[src/rtl/demux4_stream_if.sv]
// demux4_stream_if: producer-side stream plus the four lane outputs of the demux.
interface demux4_stream_if #(
    parameter int N = 32
);
    logic [N-1:0] in_data;
    logic [1:0]   in_sel;
    logic         in_valid;
    logic         in_ready;
    logic [N-1:0] out_data0;
    logic [N-1:0] out_data1;
    logic [N-1:0] out_data2;
    logic [N-1:0] out_data3;
    logic [3:0]   out_valid;
    logic [3:0]   out_ready;

    modport master (
        output in_data, in_sel, in_valid, out_ready,
        input  in_ready, out_data0, out_data1, out_data2, out_data3, out_valid
    );

    modport slave (
        input  in_data, in_sel, in_valid, out_ready,
        output in_ready, out_data0, out_data1, out_data2, out_data3, out_valid
    );
endinterface

[src/rtl/demux4_stream.sv]
// demux4_stream: steers one valid/ready stream into four per-lane FIFOs of DEPTH entries.
// A stalled lane only blocks beats addressed to itself.
module demux4_stream #(
    parameter int N     = 32,
    parameter int DEPTH = 2
) (
    input logic            clk,
    input logic            rst,
    demux4_stream_if.slave bus
);
    localparam int AW = $clog2(DEPTH);
    localparam int CW = AW + 1;

    logic [3:0]   w_full;
    logic [3:0]   w_push;
    logic [3:0]   w_pop;
    logic         w_in_ready;
    logic [N-1:0] w_head [4];

    // Full flags come from registered counts, so in_ready never sees out_ready.
    assign w_in_ready   = !w_full[bus.in_sel];
    assign bus.in_ready = w_in_ready;

    genvar k;
    generate
        for (k = 0; k < 4; k++) begin : g_lane
            logic [CW-1:0] r_count;
            logic [AW-1:0] r_wr_ptr;
            logic [AW-1:0] r_rd_ptr;
            logic [N-1:0]  r_mem [DEPTH];

            assign w_full[k]        = (r_count == CW'(DEPTH));
            assign w_push[k]        = bus.in_valid & w_in_ready & (bus.in_sel == 2'(k));
            assign w_pop[k]         = bus.out_valid[k] & bus.out_ready[k];
            assign bus.out_valid[k] = (r_count != '0);
            assign w_head[k]        = r_mem[r_rd_ptr];

            always_ff @(posedge clk) begin
                if (rst) begin
                    r_count  <= '0;
                    r_wr_ptr <= '0;
                    r_rd_ptr <= '0;
                    for (int i = 0; i < DEPTH; i++) r_mem[i] <= '0;
                end else begin
                    if (w_push[k]) begin
                        r_mem[r_wr_ptr] <= bus.in_data;
                        r_wr_ptr        <= r_wr_ptr + AW'(1);
                    end
                    if (w_pop[k]) r_rd_ptr <= r_rd_ptr + AW'(1);
                    if (w_push[k] && !w_pop[k]) r_count <= r_count + CW'(1);
                    else if (w_pop[k] && !w_push[k]) r_count <= r_count - CW'(1);
                end
            end
        end
    endgenerate

    assign bus.out_data0 = w_head[0];
    assign bus.out_data1 = w_head[1];
    assign bus.out_data2 = w_head[2];
    assign bus.out_data3 = w_head[3];
endmodule

[src/flat_wrapper.sv]
// flat-port wrapper written by rule: the top's interface ports become plain ports
module demux4_stream_flat 
#(
    parameter int N     = 32,
    parameter int DEPTH = 2
)
  (clk, rst, bus_in_data, bus_in_sel, bus_in_valid, bus_out_ready, bus_in_ready, bus_out_data0, bus_out_data1, bus_out_data2, bus_out_data3, bus_out_valid);
  demux4_stream_if #(.N(N)) bus_i ();
  input logic clk;
  input logic rst;
  input wire logic [$bits(bus_i.in_data)-1:0] bus_in_data;
  input wire logic [$bits(bus_i.in_sel)-1:0] bus_in_sel;
  input wire logic [$bits(bus_i.in_valid)-1:0] bus_in_valid;
  input wire logic [$bits(bus_i.out_ready)-1:0] bus_out_ready;
  output wire logic [$bits(bus_i.in_ready)-1:0] bus_in_ready;
  output wire logic [$bits(bus_i.out_data0)-1:0] bus_out_data0;
  output wire logic [$bits(bus_i.out_data1)-1:0] bus_out_data1;
  output wire logic [$bits(bus_i.out_data2)-1:0] bus_out_data2;
  output wire logic [$bits(bus_i.out_data3)-1:0] bus_out_data3;
  output wire logic [$bits(bus_i.out_valid)-1:0] bus_out_valid;
  assign bus_i.in_data = bus_in_data;
  assign bus_i.in_sel = bus_in_sel;
  assign bus_i.in_valid = bus_in_valid;
  assign bus_i.out_ready = bus_out_ready;
  assign bus_in_ready = bus_i.in_ready;
  assign bus_out_data0 = bus_i.out_data0;
  assign bus_out_data1 = bus_i.out_data1;
  assign bus_out_data2 = bus_i.out_data2;
  assign bus_out_data3 = bus_i.out_data3;
  assign bus_out_valid = bus_i.out_valid;
  demux4_stream #(.N(N), .DEPTH(DEPTH)) u_core (.clk(clk), .rst(rst), .bus(bus_i));
endmodule
[config.mk]
export PLATFORM = sky130hd
export DESIGN_NAME = demux4_stream_flat
export DESIGN_NICKNAME = d
export VERILOG_FILES = /design/src/rtl/demux4_stream_if.sv /design/src/rtl/demux4_stream.sv /design/src/flat_wrapper.sv
export SDC_FILE = /design/constraint.sdc
export NUM_CORES = 1
export LEC_CHECK = 0
export ABC_CLOCK_PERIOD_IN_PS = 2700
export CAP_MARGIN = 10
export CORE_AREA = 2 2 178 180
export CTS_BUF_LIST = sky130_fd_sc_hd__clkbuf_8
export DETAILED_ROUTE_END_ITERATION = 8
export DIE_AREA = 0 0 180 182
export PLACE_DENSITY = 0.64
export SKIP_CTS_REPAIR_TIMING = 1
export SYNTH_ARGS = -nofsm -noshare
export SYNTH_HDL_FRONTEND = slang
export SYNTH_SLANG_ARGS = --single-unit
[constraint.sdc]
create_clock -name clk -period 2.7 [get_ports clk]
set_input_delay 0.675 -clock clk [delete_from_list [all_inputs] [get_ports clk]]
set_output_delay 0.675 -clock clk [all_outputs]
set_load 0.01 [all_outputs]
# Yosys cells after proc, flatten, opt, wreduce, memory -nomap -nowiden
# Memories as Yosys holds them, arrays and structs flattened. A register that Yosys moved wholly into a read port is not among the register bits.
# Index checks and enable logic that the tools add are counted.
# classes
n_addsub	16
n_mul	0
div	0
n_lt_le_gt_ge	1
eq_ne	7
shift	0
n_mux	44
n_bitwise	9
n_reduce_logical	30
# op_table
cell	n
$mux 32	4
$reduce_or 32->1	4
$mux 1	31
$mux 2	8
$reduce_bool 2->1	8
$eq 2x2->1 const B	6
$and 1x1->1	9
$logic_not 1->1	9
$add 1x1->1 const B	8
$add 2x1->2 const B	4
$logic_and 1x1->1	8
$sub 2x1->2 const B	4
$lt 2x3->1 const B	1
$bmux 1 s2	1
$eq 2x1->1 const B	1
$logic_not 2->1	1
# totals
regBits	16
latch_bits	0
ram_bits	256
romBits	0
output_inout_bits	133
wordCells	123
memories	4
# mem_list
name	words	word_bits	read_ports	rd_ports_with_merged_regs	write_ports	line	text
u_core.g_lane[0].r_mem	2	32	1	1	2	demux4_stream.sv:30	logic [N-1:0] r_mem [DEPTH];
u_core.g_lane[1].r_mem	2	32	1	1	2	demux4_stream.sv:30	
u_core.g_lane[2].r_mem	2	32	1	1	2	demux4_stream.sv:30	
u_core.g_lane[3].r_mem	2	32	1	1	2	demux4_stream.sv:30	

# Logic depth before layout (Yosys ltp)
# logic_depth
word_depth	11
mapped_depth	8
depth_no_buf	7

# Least setup slack after synthesis
# No wires, ideal clock.
# synth_timing
kind	input port to flip-flop
startpoint	input port bus_in_sel[1]
endpoint	memory u_core.g_lane[1].r_mem[0][0], enable pin
t_arrival_ps	2265
setup_slack_ps	41
stages	4
n_path_buf	2
path_cell_list	clkbuf_1 -> or4_1 -> buf_2 -> nand2b_1
# synth_rtl
item	line	text
from (decl)	flat_wrapper.sv:12	input wire logic [$bits(bus_i.in_sel)-1:0] bus_in_sel;
to (decl)	demux4_stream.sv:30	

==> reports/results.md <==
| Stage | Quantity | Reported |
| --- | --- | --- |
| run status | Result of the run | complete, no violations |
| global route | Overflow left after global routing | 0 |
| logic synthesis | Post-Synth Adder-Cell Area | 0.420% |
| sta | Minimum period implied by the final worst setup slack | 2.65 ns |
| die | Floorplan die area | 32,800 µm² |
| routing | Vias | 7,401 |
| logic synthesis | Post-synth EDFFs | 256 |
| die | IO Count | 174 |
| sta | Crit share post-route | 98.3% |
| die | Width of the die | 180 µm |
| worst hold path | Cell count of the worst hold path | 2 |
| die | Placeable core region | 31,000 µm² |
| routing | Detailed-route wire length per cell | 20.8 µm |
| power and ir drop | Total power per unit cell area | 783 nW/µm² |
| setup path | R2r endpoint | u_core.g_lane[1].r_mem[0][17] |
| sta | Slew at the pin with the worst max-slew slack | 0.527 ns |
| routing | DR DRC count | 0 |
| global route | Via count of the first global-routing pass | 7,721 |
| logic synthesis | Synth async-reset ratio | 0% |
| placement | Final HPWL from detailed placement | 19,600 µm |
| setup path | Worst Setup Start Kind | register |
| logic synthesis | Post-synthesis instance area | 11,900 µm² |
| logic synthesis | Proportion of synthesized chip area in sequential cells | 67.8% |
| final layout | Signed area change from the synthesized netlist to the final layout | 31.0% |
| setup path | Highest net fanout along the worst path | 18 |
| final layout | Proportion of layout cells with a drive suffix above 1 | 24.6% |
| setup path | R2R depth | 4 |
| worst hold path | Hold endpoint | u_core.g_lane[3].r_wr_ptr |
| sta | Number of pins exceeding their max-slew limit in the final report | 0 |
| die | Initial core utilization | 38.5% |
| routing | Post-Route WL | 31,100 µm |
| setup path | Worst path arrival time | 1.98 ns |
| global route | Pin count of the biggest net entering global routing | 59 |
| setup path | Required time worst endpoint | 2.03 ns |
| logic synthesis | Mapped Nets | 882 |
| global route | Overall Global Routing Usage | 18.8% |
| logic synthesis | Number of synthesis warnings | 0 |
| worst hold path | Path class of the lowest-slack min-delay path | in2reg |
| sta | Final count of hold timing violations | 0 |
| global route | Antenna violations before repair | 2 |
| routing | Residual antenna-violating net count after detailed routing | 0 |
| logic synthesis | Synth unique cells | 36 |
| die | Floorplan row count | 65 |
| clock network | Worst-case clock buffer depth | 3 |
| logic synthesis | Yosys reg bits | 276 |
| sta | Setup TNS Final | 0 ns |
| placement | Port buffer count | 173 |
| global route | First-pass GRT wire length | 46,400 µm |
| power and ir drop | Worst VDD drop | 0.495 mV |
| sta | Achievable Freq | 377 MHz |
| sta | Setup violations, final | 0 |
| final layout | Post-Layout Inst Area | 15,600 µm² |
| die | Height of the die | 182 µm |
| logic synthesis | Top FF cell, synth | sky130_fd_sc_hd__edfxtp_1 |
| logic synthesis | Largest family of logic cells by synthesized area | simple AND/OR/NAND/NOR gates |
| logic synthesis | Post-synthesis simple-gate area fraction | 15.4% |
| logic synthesis | Avg Inst Size Synth | 14.2 µm² |
| setup path | Worst setup slack for register-to-register paths | 0.82 ns |
| clock network | Post-CTS clock slew at the launch and capture registers of the worst setup and hold paths | 0.06 ns |
| worst hold path | Hold wc startpoint | rst |
| routing | Number of vias per cell | 4.96 |
| routing | Drt first-iter violations | 557 |
| clock network | Number of clock buffers inserted by TritonCTS | 47 |
| sta | Max transition margin | 64.5% |
| setup path | Kind of end point of the critical path | primary output |
| power and ir drop | Total leakage power | 6.46 nW |
| flow run | Count of max-cap constraint violations | 0 |
| final layout | NumNets Final | 1,101 |
| logic synthesis | Proportion of synthesized area in mux cells | 12.3% |
| logic synthesis | Post-Syn Instances | 837 |
| placement | Final RePlAce weighted congestion | 0.799 |
| setup path | WS Path Type | reg2out |
| clock network | Latest clock arrival within the worst-skew pair | 0.54 ns |
| sta | Clock Skew | 0.0142 ns |
| clock network | Clock tree from TritonCTS | done |
| logic synthesis | Compound-gate portion of the synthesized area | 0.955% |
| clock network | CTS root buf | sky130_fd_sc_hd__clkbuf_8 |
| clock network | CTS H-Tree Depth | 2 |
| logic synthesis | Post-synthesis xor/xnor area fraction | 0.882% |
| routing | Number of search-and-repair iterations in the first detailed-routing pass | 5 |
| placement | Placed Instance Area | 14,500 µm² |
| clock network | CTS sink count | 276 |
| sta | Setup repair after global routing missed its margin | true |
| setup path | Start of the worst register-to-register path | u_core.g_lane[1].r_count[0] |
cell families after synthesis:
kind of cell / count (synthesis)
adder cells (fa/ha/maj): 4
multiplexers: 129
XOR/XNOR: 12
AND/OR/NAND/NOR: 342
buffers and inverters: 54
flip-flops: 276
AO/OA/AOI/OAI: 20
area by class of cell:
| cell class | instances | area, µm² |
|---|---|---|
| diodes | 1 | 2.50 |
| clock buffers | 49 | 674 |
| clock inverters | 34 | 183 |
| fillers | 2649 | 15400 |
| inverters | 3 | 11.3 |
| multi-input cells | 507 | 3600 |
| flip-flops and latches | 276 | 8100 |
| well taps | 402 | 503 |
| repair buffers | 221 | 2540 |
per-layer routing:
metal  vias up  GRT usage (%)  part of all wire, %
met5         -              0                0.051
met1      3716           26.1                   45
li1       3398              -                    -
met2       240           30.7                   48
met4         2           4.85                  1.6
met3        45           3.41                  5.5
synthesized netlist by cell type (2+ instances only):
library cell               instances  area share [%]
sky130_fd_sc_hd__edfxtp_1        256              64
sky130_fd_sc_hd__and2_1          129             6.8
sky130_fd_sc_hd__nor2_1          129             4.1
sky130_fd_sc_hd__mux2_2          128              12
sky130_fd_sc_hd__nand2b_1         40             2.1
sky130_fd_sc_hd__clkbuf_1         29            0.91
sky130_fd_sc_hd__dfxtp_1          20             3.4
sky130_fd_sc_hd__buf_1            12            0.38
sky130_fd_sc_hd__nor2_2           12            0.63
sky130_fd_sc_hd__xor2_1           12            0.88
sky130_fd_sc_hd__a21oi_1           8            0.34
sky130_fd_sc_hd__o21ai_0           8            0.34
sky130_fd_sc_hd__or2_2             8            0.42
sky130_fd_sc_hd__buf_6             7            0.66
sky130_fd_sc_hd__ha_1              4            0.42
sky130_fd_sc_hd__or3_1             4            0.21
sky130_fd_sc_hd__buf_2             3            0.13
sky130_fd_sc_hd__inv_1             3           0.094
sky130_fd_sc_hd__and3_1            2            0.10
sky130_fd_sc_hd__and4b_1           2            0.17
sky130_fd_sc_hd__nand2_1           2           0.063
sky130_fd_sc_hd__nor2b_1           2            0.10
sky130_fd_sc_hd__nor3_1            2           0.084
sky130_fd_sc_hd__nor3b_1           2            0.13
sky130_fd_sc_hd__o31ai_1           2            0.13
sequential cells by signal, indices dropped and copies added (netlist names), named ones only:
register and cells:
u_core.g_lane.r_wr_ptr 4, u_core.g_lane.r_count 8, u_core.g_lane.r_mem 256, u_core.g_lane.r_rd_ptr 4
cells in the final DEF (no fill, tap or decap), types with 2 or more instances in the layout:
cell type	n
sky130_fd_sc_hd__nand2b_2	4
sky130_fd_sc_hd__nand2_1	2
sky130_fd_sc_hd__dfxtp_1	16
sky130_fd_sc_hd__nor2b_1	2
sky130_fd_sc_hd__bufinv_16	2
sky130_fd_sc_hd__nor3b_1	2
sky130_fd_sc_hd__mux2_2	128
sky130_fd_sc_hd__o31ai_1	2
sky130_fd_sc_hd__a21oi_1	8
sky130_fd_sc_hd__clkinv_1	6
sky130_fd_sc_hd__o21ai_0	8
sky130_fd_sc_hd__buf_4	22
sky130_fd_sc_hd__nand2b_1	36
sky130_fd_sc_hd__edfxtp_1	256
sky130_fd_sc_hd__buf_12	23
sky130_fd_sc_hd__and2_1	129
sky130_fd_sc_hd__buf_8	2
sky130_fd_sc_hd__nor2_1	129
sky130_fd_sc_hd__dfxtp_4	2
sky130_fd_sc_hd__inv_1	27
sky130_fd_sc_hd__clkbuf_8	49
sky130_fd_sc_hd__clkdlybuf4s50_1	117
sky130_fd_sc_hd__ha_1	4
sky130_fd_sc_hd__or3_1	4
sky130_fd_sc_hd__nor3_1	2
sky130_fd_sc_hd__or2_2	8
sky130_fd_sc_hd__nor2_2	12
sky130_fd_sc_hd__dfxtp_2	2
sky130_fd_sc_hd__xor2_1	12
sky130_fd_sc_hd__dlymetal6s2s_1	55
sky130_fd_sc_hd__clkinv_2	2
metrics by stage:
step / worst slack [ns] / instances / hold slack, ns / power (mW) / utilization [%]
floorplan: 0.0410 / 837 / 0.456 / 6.94 / -
global placement: -0.151 / 1403 / 0.473 / 8.73 / 46.7
detailed placement: -0.170 / 1403 / 0.481 / 8.74 / 46.7
CTS: -0.186 / 1486 / 0.396 / 12.2 / 49.5
global route: -0.0295 / 1493 / 0.420 / 12.8 / 50.4
finish: 0.0459 / 1493 / 0.442 / 12.2 / 50.4
worst max-delay path by stage:
| stage | start | to | depth (start not counted) |
|---|---|---|---|
| finish | register | bus_out_data1[2] | 3 |
| global route | register | bus_out_data1[2] | 3 |
| CTS | bus_in_sel[1] | bus_in_ready | 3 |
| detailed placement | bus_in_sel[1] | bus_in_ready | 3 |
| global placement | bus_in_sel[1] | bus_in_ready | 3 |
| floorplan | bus_in_sel[1] | u_core.g_lane[1].r_mem[0][0] | 4 |
critical path, cell delays in order, from the launching register on:
cell	delay (ns)
sky130_fd_sc_hd__dfxtp_2	0.38
sky130_fd_sc_hd__buf_12	0.18
sky130_fd_sc_hd__mux2_2	0.38
sky130_fd_sc_hd__clkdlybuf4s50_1	0.49
where the power goes:
| group | total, mW | switching, mW | internal (mW) |
|---|---|---|---|
| clock network | 3.46 | 1.60 | 1.86 |
| registers | 5.23 | 0.199 | 5.03 |
| logic | 3.55 | 1.62 | 1.93 |
(Power assumes the default switching activity.)
